===== src/rtl/mem_ctrl_pkg.sv =====
// Shared types and helpers for the unified-memory miss controller and its arbiter.
package mem_ctrl_pkg;

    // Controller phases: waiting for a miss, writing back a dirty victim,
    // reading the refill line, and one dead cycle for the cache to re-lookup.
    typedef enum logic [1:0] {
        StIdle   = 2'd0,
        StEvict  = 2'd1,
        StFill   = 2'd2,
        StResume = 2'd3
    } state_e;

    localparam int unsigned ARB_FIXED = 0;
    localparam int unsigned ARB_RR    = 1;

    // Width of a channel index; never narrower than one bit.
    function automatic int unsigned sel_width(int unsigned n);
        return (n <= 2) ? 1 : $clog2(n);
    endfunction

endpackage


===== src/rtl/rr_arbiter.sv =====
// Fixed-priority / round-robin arbiter producing a one-hot grant and its index.
// In round-robin mode the search starts at the channel after ptr_i and wraps.
module rr_arbiter import mem_ctrl_pkg::*; #(
    parameter int unsigned NUM_CH = 2,
    localparam int unsigned SEL_W = sel_width(NUM_CH)
) (
    input  logic              mode_i,
    input  logic [NUM_CH-1:0] req_i,
    input  logic [SEL_W-1:0]  ptr_i,
    output logic [NUM_CH-1:0] gnt_o,
    output logic [SEL_W-1:0]  idx_o,
    output logic              valid_o
);

    int unsigned      cand;
    logic [SEL_W-1:0] cand_idx;
    logic             found;

    // Scan candidates in priority order and take the first requester.
    always_comb begin
        gnt_o    = '0;
        idx_o    = '0;
        valid_o  = |req_i;
        cand     = 0;
        cand_idx = '0;
        found    = 1'b0;
        for (int unsigned k = 0; k < NUM_CH; k++) begin
            if (mode_i) begin
                cand = (32'(ptr_i) + 32'd1 + k) % NUM_CH;
            end else begin
                cand = k;
            end
            cand_idx = SEL_W'(cand);
            if (!found && req_i[cand_idx]) begin
                found           = 1'b1;
                gnt_o[cand_idx] = 1'b1;
                idx_o           = cand_idx;
            end
        end
    end

endmodule


===== src/rtl/mem_miss_ctrl.sv =====
// Miss / write-back controller sharing one unified memory port among NUM_CH
// cache channels. Dirty victims are written back before the refill read.
module mem_miss_ctrl import mem_ctrl_pkg::*; #(
    parameter int unsigned NUM_CH   = 2,
    parameter int unsigned ADDR_W   = 16,
    parameter int unsigned ARB_MODE = ARB_FIXED,
    parameter int unsigned TIMEOUT  = 0,
    localparam int unsigned SEL_W   = sel_width(NUM_CH)
) (
    input  logic                     clk_i,
    input  logic                     rst_ni,
    input  logic [NUM_CH-1:0]        req_i,
    input  logic [NUM_CH-1:0]        wr_i,
    input  logic [NUM_CH-1:0]        hit_i,
    input  logic [NUM_CH-1:0]        dirty_i,
    input  logic [NUM_CH*ADDR_W-1:0] miss_addr_i,
    input  logic [NUM_CH*ADDR_W-1:0] evict_addr_i,
    input  logic                     u_rdy_i,
    output logic [NUM_CH-1:0]        rdy_o,
    output logic [NUM_CH-1:0]        cache_we_o,
    output logic [NUM_CH-1:0]        set_dirty_o,
    output logic                     u_re_o,
    output logic                     u_we_o,
    output logic [ADDR_W-1:0]        u_addr_o,
    output logic [SEL_W-1:0]         u_sel_o,
    output logic                     err_o
);

    localparam int unsigned CNT_W = (TIMEOUT > 1) ? $clog2(TIMEOUT) : 1;
    localparam logic [CNT_W-1:0] CntLimit = CNT_W'(TIMEOUT - 1);

    state_e              state_q, state_d;
    logic [SEL_W-1:0]    g_q, g_d;
    logic                wr_q, wr_d;
    logic [ADDR_W-1:0]   maddr_q, maddr_d;
    logic [ADDR_W-1:0]   eaddr_q, eaddr_d;
    logic [CNT_W-1:0]    cnt_q, cnt_d;
    logic [SEL_W-1:0]    rr_q, rr_d;
    logic                err_q, err_d;

    logic [NUM_CH-1:0]   miss;
    logic [NUM_CH-1:0]   arb_gnt;
    logic [SEL_W-1:0]    arb_idx;
    logic                arb_valid;
    logic                wr_g;
    logic                dirty_g;

    assign miss    = req_i & ~hit_i;
    assign wr_g    = |(arb_gnt & wr_i);
    assign dirty_g = |(arb_gnt & dirty_i);

    rr_arbiter #(
        .NUM_CH (NUM_CH)
    ) u_arb (
        .mode_i  (ARB_MODE == ARB_RR),
        .req_i   (miss),
        .ptr_i   (rr_q),
        .gnt_o   (arb_gnt),
        .idx_o   (arb_idx),
        .valid_o (arb_valid)
    );

    // State register.
    always_ff @(posedge clk_i or negedge rst_ni) begin
        if (!rst_ni) begin
            state_q <= StIdle;
        end else begin
            state_q <= state_d;
        end
    end

    // Latched transaction, wait counter, round-robin pointer and error pulse.
    always_ff @(posedge clk_i or negedge rst_ni) begin
        if (!rst_ni) begin
            g_q     <= '0;
            wr_q    <= 1'b0;
            maddr_q <= '0;
            eaddr_q <= '0;
            cnt_q   <= '0;
            rr_q    <= SEL_W'(NUM_CH - 1);
            err_q   <= 1'b0;
        end else begin
            g_q     <= g_d;
            wr_q    <= wr_d;
            maddr_q <= maddr_d;
            eaddr_q <= eaddr_d;
            cnt_q   <= cnt_d;
            rr_q    <= rr_d;
            err_q   <= err_d;
        end
    end

    // Next-state and datapath-latch decisions.
    always_comb begin
        state_d = state_q;
        g_d     = g_q;
        wr_d    = wr_q;
        maddr_d = maddr_q;
        eaddr_d = eaddr_q;
        cnt_d   = cnt_q;
        rr_d    = rr_q;
        err_d   = 1'b0;
        case (state_q)
            StIdle: begin
                if (arb_valid) begin
                    g_d     = arb_idx;
                    wr_d    = wr_g;
                    maddr_d = miss_addr_i[32'(arb_idx) * ADDR_W +: ADDR_W];
                    eaddr_d = evict_addr_i[32'(arb_idx) * ADDR_W +: ADDR_W];
                    cnt_d   = '0;
                    state_d = dirty_g ? StEvict : StFill;
                end
            end
            StEvict, StFill: begin
                // A completion on the limit cycle takes precedence over the timeout.
                if (u_rdy_i) begin
                    cnt_d   = '0;
                    state_d = (state_q == StEvict) ? StFill : StResume;
                end else if (TIMEOUT > 0 && cnt_q == CntLimit) begin
                    cnt_d   = '0;
                    err_d   = 1'b1;
                    state_d = StIdle;
                end else if (TIMEOUT > 0) begin
                    cnt_d = cnt_q + CNT_W'(1);
                end
            end
            StResume: begin
                state_d = StIdle;
                if (ARB_MODE == ARB_RR) begin
                    rr_d = g_q;
                end
            end
            default: state_d = StIdle;
        endcase
    end

    // Channel handshakes, cache strobes and memory-port drive.
    always_comb begin
        rdy_o       = ~req_i | ({NUM_CH{state_q == StIdle}} & hit_i);
        cache_we_o  = '0;
        set_dirty_o = '0;
        u_re_o      = 1'b0;
        u_we_o      = 1'b0;
        u_addr_o    = '0;
        u_sel_o     = g_q;
        err_o       = err_q;
        case (state_q)
            StIdle: begin
                cache_we_o  = req_i & wr_i & hit_i;
                set_dirty_o = req_i & wr_i & hit_i;
            end
            StEvict: begin
                u_we_o   = 1'b1;
                u_addr_o = eaddr_q;
            end
            StFill: begin
                u_re_o   = 1'b1;
                u_addr_o = maddr_q;
                if (u_rdy_i) begin
                    cache_we_o[g_q]  = 1'b1;
                    set_dirty_o[g_q] = wr_q;
                end
            end
            default: ;
        endcase
    end

endmodule


===== config.mk =====
export PLATFORM = sky130hd
export DESIGN_NAME = mem_miss_ctrl
export DESIGN_NICKNAME = d
export VERILOG_FILES = /design/src/rtl/mem_ctrl_pkg.sv /design/src/rtl/rr_arbiter.sv /design/src/rtl/mem_miss_ctrl.sv
export SDC_FILE = /design/constraint.sdc
export NUM_CORES = 1
export LEC_CHECK = 0
export ABC_AREA = 1
export BUFFER_PORTS_ARGS = -buffer_cell sky130_fd_sc_hd__buf_2
export CORE_ASPECT_RATIO = 1.5
export CORE_MARGIN = 2
export CORE_UTILIZATION = 51
export CTS_CLUSTER_DIAMETER = 200
export DETAILED_ROUTE_END_ITERATION = 7
export PLACE_DENSITY = 0.85
export SLEW_MARGIN = 20
export SYNTH_ARGS = -nofsm -noshare
export SYNTH_HDL_FRONTEND = slang
export SYNTH_HIERARCHICAL = 1
export SYNTH_SLANG_ARGS = --single-unit

===== constraint.sdc =====
create_clock -name clk_i -period 3.3 [get_ports clk_i]
set_input_delay 0.825 -clock clk_i [delete_from_list [all_inputs] [get_ports clk_i]]
set_output_delay 0.825 -clock clk_i [all_outputs]
set_load 0.01 [all_outputs]

# ---- Word-level counts from Yosys, hierarchy flattened
# Index checks and enable logic that the tools add are counted.
# Widths: inputs -> output; s select.
dict set report totals {
  ff_bits 36
  inputBits 75
  out_inout_bits 26
  elab_cells 52
}
dict set report op_classes {
  reduce_logical 10
  n_lt_le_gt_ge 2
  n_eq_ne 5
  mux 18
  bitwise 10
  shifts 2
}
# operator count
set ops {}
lappend ops {{$shiftx 32x6->16} 2}
lappend ops {{$pmux 16 s2} 1}
lappend ops {{$and 2x2->2} 7}
lappend ops {{$mux 2} 6}
lappend ops {{$pmux 2 s2} 2}
lappend ops {{$reduce_or 2->1} 4}
lappend ops {{$mux 1} 7}
lappend ops {{$pmux 2 s3} 1}
lappend ops {{$eq 2x2->1 const B} 2}
lappend ops {{$ne 2x2->1 const B} 2}
lappend ops {{$not 2->2} 2}
lappend ops {{$reduce_and 2->1} 2}
lappend ops {{$eq 2x1->1 const B} 1}
lappend ops {{$logic_and 1x1->1} 2}
lappend ops {{$logic_not 2->1} 1}
lappend ops {{$lt 1x2->1 const B} 1}
lappend ops {{$or 2x2->2} 1}
lappend ops {{$demux 1 s1} 1}
lappend ops {{$ge 1x1->1 const B} 1}
lappend ops {{$logic_not 1->1} 1}

# ---- Depth between registers and ports, before layout
dict set report depth {
  ltp_word 11
  mapped_depth 10
  depth_no_buf 10
}

# ---- By module
# The synthesis kept the hierarchy.
# module seq_area_each_um2 area_each_um2 cells_per_inst n_inst
set by_module_without_submodules {}
lappend by_module_without_submodules {mem_miss_ctrl 900.9 2228.4 290 1}
lappend by_module_without_submodules {rr_arbiter 0.0 41.3 8 1}

# ---- Least setup slack after synthesis
# Ideal clock, no wire load.
dict set report synth_timing {
  path_type {register -> output}
  startpoint {register state_q[0]}
  endpoint {output u_addr_o[0]}
  arrival_ns 1.315
  path_stages_with_launch 7
  required_time_ns 2.475
  setup_slack_ns 1.160
  path_cell_list {dfrtp_1 -> inv_1 -> ha_1 -> buf_2 -> buf_4 -> nand2_1 -> a21oi_1}
}
dict set report synth_between {
  elab_chain_len 2
  elab_cells_between_ends 3
  classes_between {eq/ne: 2; mux: 1}
}
# item line_no
set synth_lines {}
lappend synth_lines {{start: declaration} mem_miss_ctrl.sv:32} ;# state_e state_q, state_d;
lappend synth_lines {{start signal: assignment} mem_miss_ctrl.sv:66} ;# state_q <= StIdle;
lappend synth_lines {{start signal: assignment} mem_miss_ctrl.sv:68} ;# state_q <= state_d;
lappend synth_lines {{$eq 2x2->1 / $eq 2x1->1 (equally long branches)} --}
lappend synth_lines {{$pmux 16 s2 (*)} mem_miss_ctrl.sv:147} ;# case (state_q)
lappend synth_lines {{end: declaration} mem_miss_ctrl.sv:24} ;# output logic [ADDR_W-1:0] u_addr_o,
# Every way passes the cells marked *; elsewhere a longest branch is shown, timed or not.

# ---- Worst setup path in the final report
dict set report layout_timing {
  startpoint {register state_q[0]}
  endpoint {output cache_we_o[1]}
}
dict set report layout_between {
  elab_chain_len 2
  elab_cells_between_ends 3
  classes_between {eq/ne: 1; mux: 1; reduce/logical: 1}
}
# item line_no
set layout_lines {}
lappend layout_lines {{$eq 2x2->1 / $logic_not 2->1 (equally long branches)} --}
lappend layout_lines {{$pmux 2 s2 (*)} mem_miss_ctrl.sv:147}
lappend layout_lines {{end: declaration} mem_miss_ctrl.sv:20} ;# output logic [NUM_CH-1:0] cache_we_o,
# Marked as above.

==> summary.txt <==
reg2reg start - state_q[0]$_DFFE_PN0P_
Pint - 1.29 mW
max incr delay on CP - 0.62 ns
instance count on the critical path - 5
Yosys top cell area share - 39.7%
layout cell share with drive strength beyond 1 - 36.9%
Worst path slowest cell - ha_1
Worst Setup SP - state_q[0]$_DFFE_PN0P_
die width - 58.5 microns
CTS root buffer - clkbuf_8
combinational fraction of design power - 52.0%
final wirelength - 5940 microns
Clk pin slew, worst setup/hold paths - 0.07 ns
critical-path maximum fanout - 20
Setup TNS Final - 0 ns
Psw - 1.04 mW
Post-CTS Setup Inserts - 0
RSZ-0062 raised after global routing - no
Worst VDD drop - 0.610 mV
Skew-Pair Late Insertion Delay - 0.29 ns
fin crit share - 85.3%
CORE AREA - 4250 sq um
yosys warns - 6
CTS Buf Count - 5
MaxCap Viol Count - 0
Flop pwr share - 34.2%
drt via density - 5.28
I/O Buffers - 99
Synth area leader - dfrtp_1
min-delay worst type - reg -> reg
flops & latches, synth - 36
# hold bufs at CTS - 0
delay-heaviest family, CP - adder cells
Worst Path Arrival - 1.99 ns
drt drc - 0
CTS tree - done
register area share after synthesis - 39.7%
WP data required - 2.47 ns
largest cells by area after synthesis - dfrtp_1, nand2_1, a21oi_2, a21oi_1, nor2_1
FMAX - 0.355 GHz
global route overflow - 0
final hold viol count - 0
Critical Path, Cell by Cell - inv_1 > ha_1 > nor2_1 > o21ai_0 > buf_2
vias - 2301
Die ar. - 5010 sq um
Worst-Margin Slew - 0.821 ns
H-tree levels - 2
fin crit period - 2.82 ns
Reg2Reg Capture Point - eaddr_q[4]$_DFFE_PN0P_
nets - 469
P_leak - 1.37 nW
post-DP HPWL - 4320 microns
flop-to-flop setup slack - 1.57 ns
Slew headroom - 45.3%
drt initial violations - 78
Layout area overhead - 22.9%
global-route wire length before repair - 9780 microns
CTS resizes - 0
number of buffers and inverters on the critical path - 2
antenna violations before repair - 0
crit path capture type - primary output
vias in the first global route - 2320
pwr/cell area - 833 nW/um^2
ANT cells - 0
Placed Instance Area - 2700 sq um
Mapped Area - 2270 sq um
Pins Over Slew Limit - 0
clk buf depth - 2
sw frac - 44.7%
global-route usage over all layers - 25.1%
Ports - 101
Sink Count - 36
fin area - 2790 sq um
clock share of power - 13.8%
average size of a mapped cell - 7.62 sq um
DR WL/cell - 13.6 microns
post-synthesis cell type count - 21
DRT antenna net count - 0
Startpoint Class - flop
Final setup viols - 0
GP Congestion - 0.841
post-synthesis cell count - 298
row cnt - 29
DR pass1 iterations - 4
Register-to-Register Path Depth - 6
Clock Skew - 0.00841 ns
kind of critical path - reg -> out
outcome - completed
crit path to - cache_we_o[1]
Starting Density - 53.5%
largest net degree at the start of global routing - 37
FILL cells - 383
die height - 85.7 microns
worst min-delay path by stage:
stage | startpoint | end | depth (start not counted)
after floorplan | state_q[0]$_DFFE_PN0P_ | state_q[0]$_DFFE_PN0P_ | 2
after global placement | state_q[0]$_DFFE_PN0P_ | state_q[0]$_DFFE_PN0P_ | 2
after detailed placement | state_q[0]$_DFFE_PN0P_ | state_q[0]$_DFFE_PN0P_ | 2
after CTS | state_q[0]$_DFFE_PN0P_ | state_q[0]$_DFFE_PN0P_ | 2
after global routing | maddr_q[15]$_DFFE_PN0P_ | maddr_q[15]$_DFFE_PN0P_ | 2
final | maddr_q[12]$_DFFE_PN0P_ | maddr_q[12]$_DFFE_PN0P_ | 2
cells by family (layout without fill, tap and decap cells):
group                    count (synthesis)  after routing  share of synthesized area (%)
AND/OR/NAND/NOR                        135            135                           23.5
buffers and inverters                   32            121                           8.82
flip-flops                              36             36                           39.7
AO/OA/AOI/OAI                           88             88                           24.9
other                                    2              5                          0.331
adder cells (fa/ha/maj)                  5              5                           2.76
cell usage after synthesis:
cell and count:
ha_1 5, nand4_1 4, buf_2 8, conb_1 2, clkbuf_2 1, a21oi_2 32, a21oi_1 52, nand2_4 1
nand3_1 4, or2_1 1, o21ai_1 1, o21ai_2 1, o21ai_0 2, nand2_2 1, buf_4 3, nand2_1 84
inv_4 2, buf_6 7, inv_1 11, nor2_1 40, dfrtp_1 36
state kept, by name, summed over array words and instances, names as in the netlist:
| register | cells |
|---|---|
| state_q | 2 |
| u_sel_o | 1 |
| eaddr_q | 16 |
| wr_q | 1 |
| maddr_q | 16 |
metal layers:
metal  GRT usage, %  routed length [microns]
met2           43.9                     3090
met4           11.0                      136
met3           4.07                      294
met1           29.4                     2410
met5              0                        0
worst reg2reg max path, stage by stage (launching register included):
cell and delay (ns):
dfrtp_1 0.40, inv_1 0.13, ha_1 0.25, nand2_4 0.27
inv_4 0.38, nor2_1 0.12, a21oi_2 0.12
cell usage in the layout, fill, tap and decap left out:
master | synthesis | final
nand2_4 | 1 | 1
clkbuf_1 | 0 | 2
or2_1 | 1 | 1
nor2_1 | 40 | 40
a21oi_2 | 32 | 32
clkbuf_8 | 0 | 6
ha_1 | 5 | 5
nand3_1 | 4 | 4
conb_1 | 2 | 5
nand2_2 | 1 | 1
nand2_1 | 84 | 84
buf_2 | 8 | 99
dfrtp_1 | 36 | 36
a21oi_1 | 52 | 52
inv_4 | 2 | 2
buf_4 | 3 | 1
o21ai_2 | 1 | 2
inv_1 | 11 | 11
nand4_1 | 4 | 4
o21ai_0 | 2 | 2
per-stage QoR:
step	worst slack, ns	hold WS (ns)	total power [mW]	utilization [%]	instances
2_1_floorplan	1.16	0.477	1.68	-	301
3_3_place_gp	0.922	0.494	1.97	63.6	428
3_5_place_dp	0.787	0.501	2.01	63.6	428
4_1_cts	0.473	0.518	2.33	65.7	436
5_1_grt	0.288	0.546	2.53	65.7	436
6_report	0.484	0.518	2.32	65.7	436
layout make-up:
cell class                      count  area, sq um  share of cell area, %
Timing Repair Buffer              100          503                   18.0
Tap cell                           46         57.6                   2.06
Sequential cell                    36          901                   32.3
Inverter                           13         53.8                   1.93
Clock buffer                        8         90.1                   3.23
Multi-Input combinational cell    233         1180                   42.4
power groups by stage:
stage,Sequential (mW),Clock [mW],Combinational (mW)
2_1_floorplan,0.763,0,0.915
3_3_place_gp,0.790,0,1.18
3_5_place_dp,0.802,0,1.21
4_1_cts,0.794,0.323,1.22
5_1_grt,0.821,0.346,1.36
6_report,0.794,0.321,1.21
(Power assumes the default switching activity.)
